### src/rtl/rggen_access_arbiter_pkg.sv
// Shared definitions for the register access arbiter.
// Holds the arbiter state encoding, the response status codes and a helper
// that sizes requester index fields (at least one bit, even when N == 1).
package rggen_access_arbiter_pkg;

    typedef enum logic [1:0] {
        IDLE     = 2'd0,
        ISSUE    = 2'd1,
        WAIT_RSP = 2'd2,
        RESPOND  = 2'd3
    } arbiter_state_e;

    localparam logic [1:0] STATUS_OKAY         = 2'b00;
    localparam logic [1:0] STATUS_EXOKAY       = 2'b01;
    localparam logic [1:0] STATUS_SLAVE_ERROR  = 2'b10;
    localparam logic [1:0] STATUS_DECODE_ERROR = 2'b11;

    function automatic int index_width(input int n);
        return (n > 1) ? $clog2(n) : 1;
    endfunction

endpackage

### src/rtl/rggen_round_robin_selector.sv
// Combinational round-robin selector.
// Picks the first asserted request at or above i_pointer, wrapping around.
//   i_request      N      request vector
//   i_pointer      IDX_W  highest-priority index (must be < N)
//   o_grant        N      one-hot grant (all zero when nothing requests)
//   o_grant_index  IDX_W  index of the granted request
module rggen_round_robin_selector
    import rggen_access_arbiter_pkg::*;
#(
    parameter  int N     = 2,
    localparam int IDX_W = index_width(N)
)(
    input  logic [N-1:0]     i_request,
    input  logic [IDX_W-1:0] i_pointer,
    output logic [N-1:0]     o_grant,
    output logic [IDX_W-1:0] o_grant_index
);

    int unsigned      w_pos;
    logic [IDX_W-1:0] w_pos_idx;
    logic             w_found;

    always_comb begin
        o_grant       = '0;
        o_grant_index = '0;
        w_found       = 1'b0;
        w_pos         = 0;
        w_pos_idx     = '0;
        for (int unsigned off = 0; off < N; off++) begin
            // pointer + off, folded back into 0..N-1
            w_pos = 32'(i_pointer) + off;
            if (w_pos >= N) begin
                w_pos = w_pos - N;
            end
            w_pos_idx = IDX_W'(w_pos);
            if (!w_found && i_request[w_pos_idx]) begin
                w_found            = 1'b1;
                o_grant[w_pos_idx] = 1'b1;
                o_grant_index      = w_pos_idx;
            end
        end
    end

endmodule

### src/rtl/rggen_register_access_arbiter.sv
// Register access arbiter: shares one register-block access channel between
// N hosts, with exactly one access outstanding at a time.
//   i_clk / i_rst_n           clock, asynchronous active-low reset
//   i_req_* / o_req_ready     per-requester request channel (packed slices)
//   o_rsp_valid / i_rsp_ready per-requester response handshake
//   o_rsp_status / o_rsp_data captured response, shared by all requesters
//   o_access_* / i_access_ready  downstream request channel
//   i_response_*              downstream single-cycle response
module rggen_register_access_arbiter
    import rggen_access_arbiter_pkg::*;
#(
    parameter int N             = 2,
    parameter int ADDRESS_WIDTH = 8,
    parameter int DATA_WIDTH    = 32
)(
    input  logic                      i_clk,
    input  logic                      i_rst_n,
    input  logic [N-1:0]              i_req_valid,
    output logic [N-1:0]              o_req_ready,
    input  logic [N-1:0]              i_req_write,
    input  logic [N*ADDRESS_WIDTH-1:0] i_req_address,
    input  logic [N*DATA_WIDTH-1:0]   i_req_data,
    input  logic [N*DATA_WIDTH-1:0]   i_req_strobe,
    output logic [N-1:0]              o_rsp_valid,
    input  logic [N-1:0]              i_rsp_ready,
    output logic [1:0]                o_rsp_status,
    output logic [DATA_WIDTH-1:0]     o_rsp_data,
    output logic                      o_access_valid,
    input  logic                      i_access_ready,
    output logic                      o_access_write,
    output logic [ADDRESS_WIDTH-1:0]  o_access_address,
    output logic [DATA_WIDTH-1:0]     o_access_data,
    output logic [DATA_WIDTH-1:0]     o_access_strobe,
    input  logic                      i_response_valid,
    input  logic [1:0]                i_response_status,
    input  logic [DATA_WIDTH-1:0]     i_response_data
);

    localparam int IDX_W = index_width(N);

    arbiter_state_e          r_state;
    arbiter_state_e          w_next_state;
    logic [IDX_W-1:0]        r_pointer;
    logic [IDX_W-1:0]        r_owner;
    logic                    r_write;
    logic [ADDRESS_WIDTH-1:0] r_address;
    logic [DATA_WIDTH-1:0]   r_data;
    logic [DATA_WIDTH-1:0]   r_strobe;
    logic [1:0]              r_status;
    logic [DATA_WIDTH-1:0]   r_rsp_data;

    logic [N-1:0]            w_grant;
    logic [IDX_W-1:0]        w_grant_index;
    logic                    w_accept;
    logic                    w_capture;

    rggen_round_robin_selector #(
        .N (N)
    ) u_selector (
        .i_request     (i_req_valid),
        .i_pointer     (r_pointer),
        .o_grant       (w_grant),
        .o_grant_index (w_grant_index)
    );

    always_comb begin
        w_next_state   = r_state;
        o_req_ready    = '0;
        o_rsp_valid    = '0;
        o_access_valid = 1'b0;
        w_accept       = 1'b0;
        w_capture      = 1'b0;
        case (r_state)
            IDLE: begin
                o_req_ready = w_grant;
                if (|(i_req_valid & w_grant)) begin
                    w_accept     = 1'b1;
                    w_next_state = ISSUE;
                end
            end
            ISSUE: begin
                o_access_valid = 1'b1;
                if (i_access_ready) begin
                    // a response arriving with the accept skips WAIT_RSP
                    if (i_response_valid) begin
                        w_capture    = 1'b1;
                        w_next_state = RESPOND;
                    end else begin
                        w_next_state = WAIT_RSP;
                    end
                end
            end
            WAIT_RSP: begin
                if (i_response_valid) begin
                    w_capture    = 1'b1;
                    w_next_state = RESPOND;
                end
            end
            RESPOND: begin
                o_rsp_valid[r_owner] = 1'b1;
                if (i_rsp_ready[r_owner]) begin
                    w_next_state = IDLE;
                end
            end
            default: w_next_state = IDLE;
        endcase
    end

    always_ff @(posedge i_clk or negedge i_rst_n) begin
        if (!i_rst_n) begin
            r_state <= IDLE;
        end else begin
            r_state <= w_next_state;
        end
    end

    always_ff @(posedge i_clk or negedge i_rst_n) begin
        if (!i_rst_n) begin
            r_pointer  <= '0;
            r_owner    <= '0;
            r_write    <= 1'b0;
            r_address  <= '0;
            r_data     <= '0;
            r_strobe   <= '0;
            r_status   <= STATUS_OKAY;
            r_rsp_data <= '0;
        end else begin
            if (w_accept) begin
                r_owner   <= w_grant_index;
                r_pointer <= (w_grant_index == IDX_W'(N - 1)) ? '0 : w_grant_index + 1'b1;
                r_write   <= i_req_write[w_grant_index];
                r_address <= i_req_address[w_grant_index*ADDRESS_WIDTH +: ADDRESS_WIDTH];
                r_data    <= i_req_data[w_grant_index*DATA_WIDTH +: DATA_WIDTH];
                r_strobe  <= i_req_strobe[w_grant_index*DATA_WIDTH +: DATA_WIDTH];
            end
            if (w_capture) begin
                r_status   <= i_response_status;
                r_rsp_data <= i_response_data;
            end
        end
    end

    assign o_access_write   = r_write;
    assign o_access_address = r_address;
    assign o_access_data    = r_data;
    assign o_access_strobe  = r_strobe;
    assign o_rsp_status     = r_status;
    assign o_rsp_data       = r_rsp_data;

endmodule
### config.mk
export PLATFORM = sky130hd
export DESIGN_NAME = rggen_register_access_arbiter
export DESIGN_NICKNAME = d
export VERILOG_FILES = /design/src/rtl/rggen_access_arbiter_pkg.sv /design/src/rtl/rggen_round_robin_selector.sv /design/src/rtl/rggen_register_access_arbiter.sv
export SDC_FILE = /design/constraint.sdc
export NUM_CORES = 1
export LEC_CHECK = 0
export CORE_MARGIN = 2
export CORE_UTILIZATION = 35
export CTS_BUF_LIST = sky130_fd_sc_hd__clkbuf_8
export DETAILED_ROUTE_END_ITERATION = 7
export GPL_TIMING_DRIVEN = 0
export PLACE_DENSITY = 0.8
export SETUP_SLACK_MARGIN = 0.02
export SYNTH_ARGS = -nofsm -noshare
export SYNTH_HDL_FRONTEND = slang
export SYNTH_SLANG_ARGS = --single-unit
### constraint.sdc
create_clock -name i_clk -period 1.7 [get_ports i_clk]
set_clock_uncertainty 0.05 [all_clocks]
set_input_delay 0.255 -clock i_clk [delete_from_list [all_inputs] [get_ports i_clk]]
set_output_delay 0.255 -clock i_clk [all_outputs]
set_load 0.05 [all_outputs]
* Word level (Yosys, flattened, before mapping)
Cells that the tools add are included.
** Operators by class
- Add/subtract/negate cells :: 4
- Magnitude comparators :: 9
- Equal/unequal tests :: 7
- Shift operators :: 3
- Muxes and demuxes :: 36
- Bitwise logic cells :: 2
- Reductions and logical operators :: 8
** Operators by type and width (count)
- indexed part select 64 x 7 -> 32 bit :: 2
- two-way mux 1 bit :: 23
- two-way mux 2 bit :: 8
- indexed part select 16 x 5 -> 8 bit :: 1
- < comparator 1 x 2 -> 1 bit (second input constant) :: 4
- != test 2 bit (second input constant) :: 4
- one-hot mux 2 bit (4 select lines) :: 1
- equality test 2 bit (second input constant) :: 2
- logical AND 1 bit :: 4
- AND reduction 4 bit :: 1
- demux 1 bit (select 1 bit) :: 3
- >= comparator 1 bit (second input constant) :: 3
- adder 1 x 1 -> 2 bit (second input constant) :: 1
- AND 2 bit :: 1
- equality test 2 x 1 -> 1 bit (second input constant) :: 1
- >= comparator 1 x 2 -> 1 bit (second input constant) :: 1
- >= comparator 2 bit (second input constant) :: 1
- logical NOT 2 bit :: 1
- bitwise OR 2 bit :: 1
- one-hot mux 1 bit (2 select lines) :: 1
- OR reduction 2 bit :: 1
- subtractor 1 bit (second input constant) :: 2
- adder 1 bit (second input constant) :: 1
- logical NOT 1 bit :: 1
** Storage, ports and cells
- Register bits :: 111
- Input bits :: 188
- Output and inout bits :: 112
- Word-level logic and storage cells :: 78

* Longest topological paths before layout
- Word-level depth :: 13
- Depth in mapped cells :: 7
- Gate-level depth less buffers :: 6

* Modules after synthesis
From an unflattened synthesis, not the netlist that was laid out.
** Second synthesis, totals
- Cells, all modules :: 428
- Area total of the unflattened synthesis :: 5006.1 µm²
** By module, submodules not included
- rggen_register_access_arbiter :: times used 1, cells an instance 424, area each 4976.0 µm², sequential area each 2777.7 µm²
- rggen_round_robin_selector :: times used 1, cells an instance 4, area each 30.0 µm², sequential area each 0.0 µm²

* Least setup slack after synthesis
Ideal clock, no wire load.
- Kind :: register to register
- Start :: register r_state[1]
- End :: register r_rsp_data[10] (netlist: o_rsp_data[10])
- Library setup time :: 125 ps
- Data arrival time :: 1897 ps
- Data required time :: 1525 ps
- Slack :: -372 ps
- Cell stages (with the launch flop) :: 7
- Buffers on the path :: 1
- Clock period less this slack :: 2072 ps
- Cells stage by stage :: dfrtp_1 inv_1 ha_1 a21oi_1 nor2_2 buf_4 mux2_2
** Between the ends
- Longest elaborated chain between the ends :: 2
- Elaborated cells between the ends (all ways) :: 3
- Classes of those cells :: eq/ne: 2; mux: 1
** RTL lines
- start, declared :: RTL line rggen_register_access_arbiter.sv:41 : arbiter_state_e r_state;
- start signal, assigned :: RTL line rggen_register_access_arbiter.sv:113 : r_state <= w_next_state;
- equality test 2 bit / equality test 2 x 1 -> 1 bit (equally long branches) :: RTL line rggen_register_access_arbiter.sv:73 : case (r_state)
- one-hot mux 1 bit (2 select lines) (*) :: RTL line rggen_register_access_arbiter.sv:73
- end signal, assigned :: RTL line rggen_register_access_arbiter.sv:138 : r_rsp_data <= i_response_data;
- end, declared :: RTL line rggen_register_access_arbiter.sv:50 : logic [DATA_WIDTH-1:0] r_rsp_data;
Every way passes the cells marked *; elsewhere a longest branch is shown, timed or not.
A chain may end at the register's enable or synchronous reset.

* Worst setup path in the final report
- Start :: register r_state[1]
- End :: output port o_req_ready[1]
** Between the ends
- Longest elaborated chain between the ends :: 2
** RTL lines
- logical NOT 2 bit :: RTL line rggen_register_access_arbiter.sv:73
- two-way mux 2 bit :: RTL line rggen_register_access_arbiter.sv:73
- end, declared :: RTL line rggen_register_access_arbiter.sv:19 : output logic [N-1:0] o_req_ready,
No other way between the ends.

==> flow_metrics.env <==
export IMPL_place_hpwl_mm=12.3
export IMPL_synth_xor_area_share_pct=0
export IMPL_p_switching_mw=8.91
export IMPL_clock_sinks=111
export IMPL_syn_nets=616
export IMPL_area_growth_pct=75.5
export IMPL_yosys_warnings=0
export IMPL_status="complete, but fails checks"
export IMPL_place_area_sq_mm=0.00817
export IMPL_power_density_mw_per_mm2=2000
export IMPL_finalMaxSlewViolations=0
export IMPL_gp_congestion=0.774
export IMPL_ys_ff_latch=111
export IMPL_firstDrtPassIters=4
export IMPL_diodes=0
export IMPL_grt_pass1_vias=4739
export IMPL_dieArea_sq_mm=0.0150
export IMPL_cts_path_max_buffers=2
export IMPL_violations="negative setup slack"
export IMPL_root_buffer="clkbuf_8"
export IMPL_cp_start_kind="flop"
export IMPL_fin_crit_sh_pct=117
export IMPL_pwr_share_seq_pct=26.8
export IMPL_ir_worst_vdd_mv=1.28
export IMPL_core_rowCount=43
export IMPL_hold_violations=0
export IMPL_r2r_worst_path_cells=8
export IMPL_fmax_mhz=503
export IMPL_synthMuxAreaShare_pct=16.6
export IMPL_wl_per_cell_um=17.1
export IMPL_tns_ps=-1640
export IMPL_die_y_um=122
export IMPL_fin_total_pwr_mw=17.2
export IMPL_vias=4474
export IMPL_place_ws_ps=-998
export IMPL_relSlewSlack_pct=58.1
export IMPL_ant_nets=0
export IMPL_p_int_mw=8.27
export IMPL_synth_cells=424
export IMPL_path_max_fanout=3
export IMPL_syn_area_sq_mm=0.00490
export IMPL_rsz0062_at_grt="yes"
export IMPL_arrival_ps=1680
export IMPL_setup_ws_ps=-287
export IMPL_drc_errors=0
export IMPL_avgSynthCellArea_sq_um=11.5
export IMPL_yosys_area_share_simple_pct=8.77
export IMPL_final_core_util_pct=62.4
export IMPL_cts_tree="yes"
export IMPL_core_sq_mm=0.0138
export IMPL_ys_types=28
export IMPL_grt_pass1_wl_mm=24.2
export IMPL_layout_common_cells="clkdlybuf4s50_1, dfrtp_1, nand2_1, dlygate4sd2_1, mux2i_1"
export IMPL_finalSetupViolations=31
export IMPL_layout_commonest_cell="clkdlybuf4s50_1"
export IMPL_worstSetupPathType="reg -> out"
export IMPL_finalNetCount=947
export IMPL_total_leakage_power_nw=4.11
export IMPL_synth_fa_ha_area_share_pct=1.02
export IMPL_cts_clk_slew_worst_paths_ps=110
export IMPL_dp_cells=904
export IMPL_port_buffer_count=299
export IMPL_yosysSeqAreaShare_pct=56.7
export IMPL_worstPathRequired_ps=1390
export IMPL_first_iter_violations=186
export IMPL_gr_total_overflow=0
export IMPL_viasPerCell=4.76
export IMPL_die_x_um=122
export IMPL_drt_wl_total_mm=16.1
export IMPL_worst_setup_path_end_kind="output pin"
export IMPL_grt_max_degree=66
export IMPL_synth_top_family_by_area="multiplexers"
export IMPL_whs_ps=363
export IMPL_ioPinCount=300
export IMPL_synth_compound_area_share_pct=11.3
export IMPL_combPwrFrac_pct=63.4
export IMPL_start_util_pct=35.5
export IMPL_cts_htree_levels=3
export IMPL_clk_latency_ps=370
export IMPL_drive_gt1_share_pct=16.3
export IMPL_min_path_type="in -> async"
export IMPL_cts_buffers=9
export IMPL_layout_min_cycle_time_ps=1990
export IMPL_track_usage_pct=21.3
export IMPL_cap_viol_max_count=0
export IMPL_pwr_share_clk_pct=9.8
export IMPL_tightest_slew_ps=628
export IMPL_fin_area_sq_mm=0.00859
export IMPL_p_sw_share_pct=51.9
export IMPL_final_cells=940
export IMPL_antenna_found_initial=0
-- sequential cells by signal, summed over array words and instances (netlist names) --
signal	count
r_owner	1
o_rsp_status	2
r_state	2
o_access_write	1
o_access_strobe	32
o_access_data	32
r_pointer	1
o_access_address	8
o_rsp_data	32
-- power groups by stage --
stage	Clock [mW]	Combinational (mW)	Sequential (mW)
floorplan	0	2.79	9.02
global placement	0	10.9	4.65
detailed placement	0	11.1	4.72
CTS	1.74	10.7	4.60
global route	1.85	11.5	4.76
finish	1.68	10.9	4.60
-- layout make-up --
class	instances	area (sq um)
clock inverters	7	83.8
clock buffers	9	124
multi-input cells	277	1950
well taps	180	225
plain buffers	26	272
fillers	1136	5180
flip-flops and latches	111	2780
inverters	10	41.3
repair buffers	320	3120
-- cell usage after synthesis, drive strengths merged --
library cell  count  area (sq um)
ha                4          50.1
mux2i            42           420
o221a             1          11.3
nand2b            1          6.26
a32oi             1          8.76
inv              10          37.5
nand2           108           405
a22oi            31           233
clkbuf            6          22.5
dfrtp           111          2780
o21bai            1          7.51
buf              20           211
mux2             35           394
o21ai            44           228
nor2b             1          6.26
a211oi            2          40.0
a21oi             2          10.0
o22ai             1          6.26
nand3             1          5.00
o2bb2ai           1          8.76
nor2              1          6.26
-- worst paths after layout --
kind	startpoint	to	slack [ps]
min	i_rst_n	o_access_data[7]	360
max in group asynchronous	i_rst_n	r_state[1]	500
max	r_state[1]	o_req_ready[1]	-290
max reg2reg	r_state[0]	o_rsp_data[10]	-70
min reg2reg	o_access_data[20]	o_access_data[20]	430
min in group i_clk	i_req_strobe[35]	o_access_strobe[3]	420
-- worst max-delay path, stage by stage (launching register included) --
cell	delay [ps]
dfrtp_1	410
inv_2	100
ha_4	160
clkinvlp_4	130
a211oi_4	210
buf_6	140
buf_8	140
-- layer usage --
| layer | track usage (%) | vias up | part of all wire (%) |
|---|---|---|---|
| met1 | 23.8 | 2139 | 38 |
| met5 | 0 | - | 0 |
| met3 | 6.51 | 23 | 8.8 |
| met2 | 38.3 | 183 | 52 |
| met4 | 7.69 | 0 | 2.0 |
| li1 | - | 2129 | - |
-- cell families after synthesis --
group / after synthesis
DFF: 111
adders and majority gates: 4
and+or+nand+nor: 112
AOI/OAI and AO/OA: 84
muxes: 77
buffers and inverters: 36
-- what timing repair did --
| action | 4_1_cts | 5_1_grt |
|---|---|---|
| endpoints found under the setup margin | 222 | 117 |
| setup buffers | 13 | 4 |
| gates resized for setup | 166 | 31 |
| endpoints found under the hold margin | 46 | 0 |
| pin swaps | 4 | 7 |
| cloned | 2 | 2 |
| hold buffers | 1 | 0 |
No activity file was read; power rests on OpenSTA's default activity.
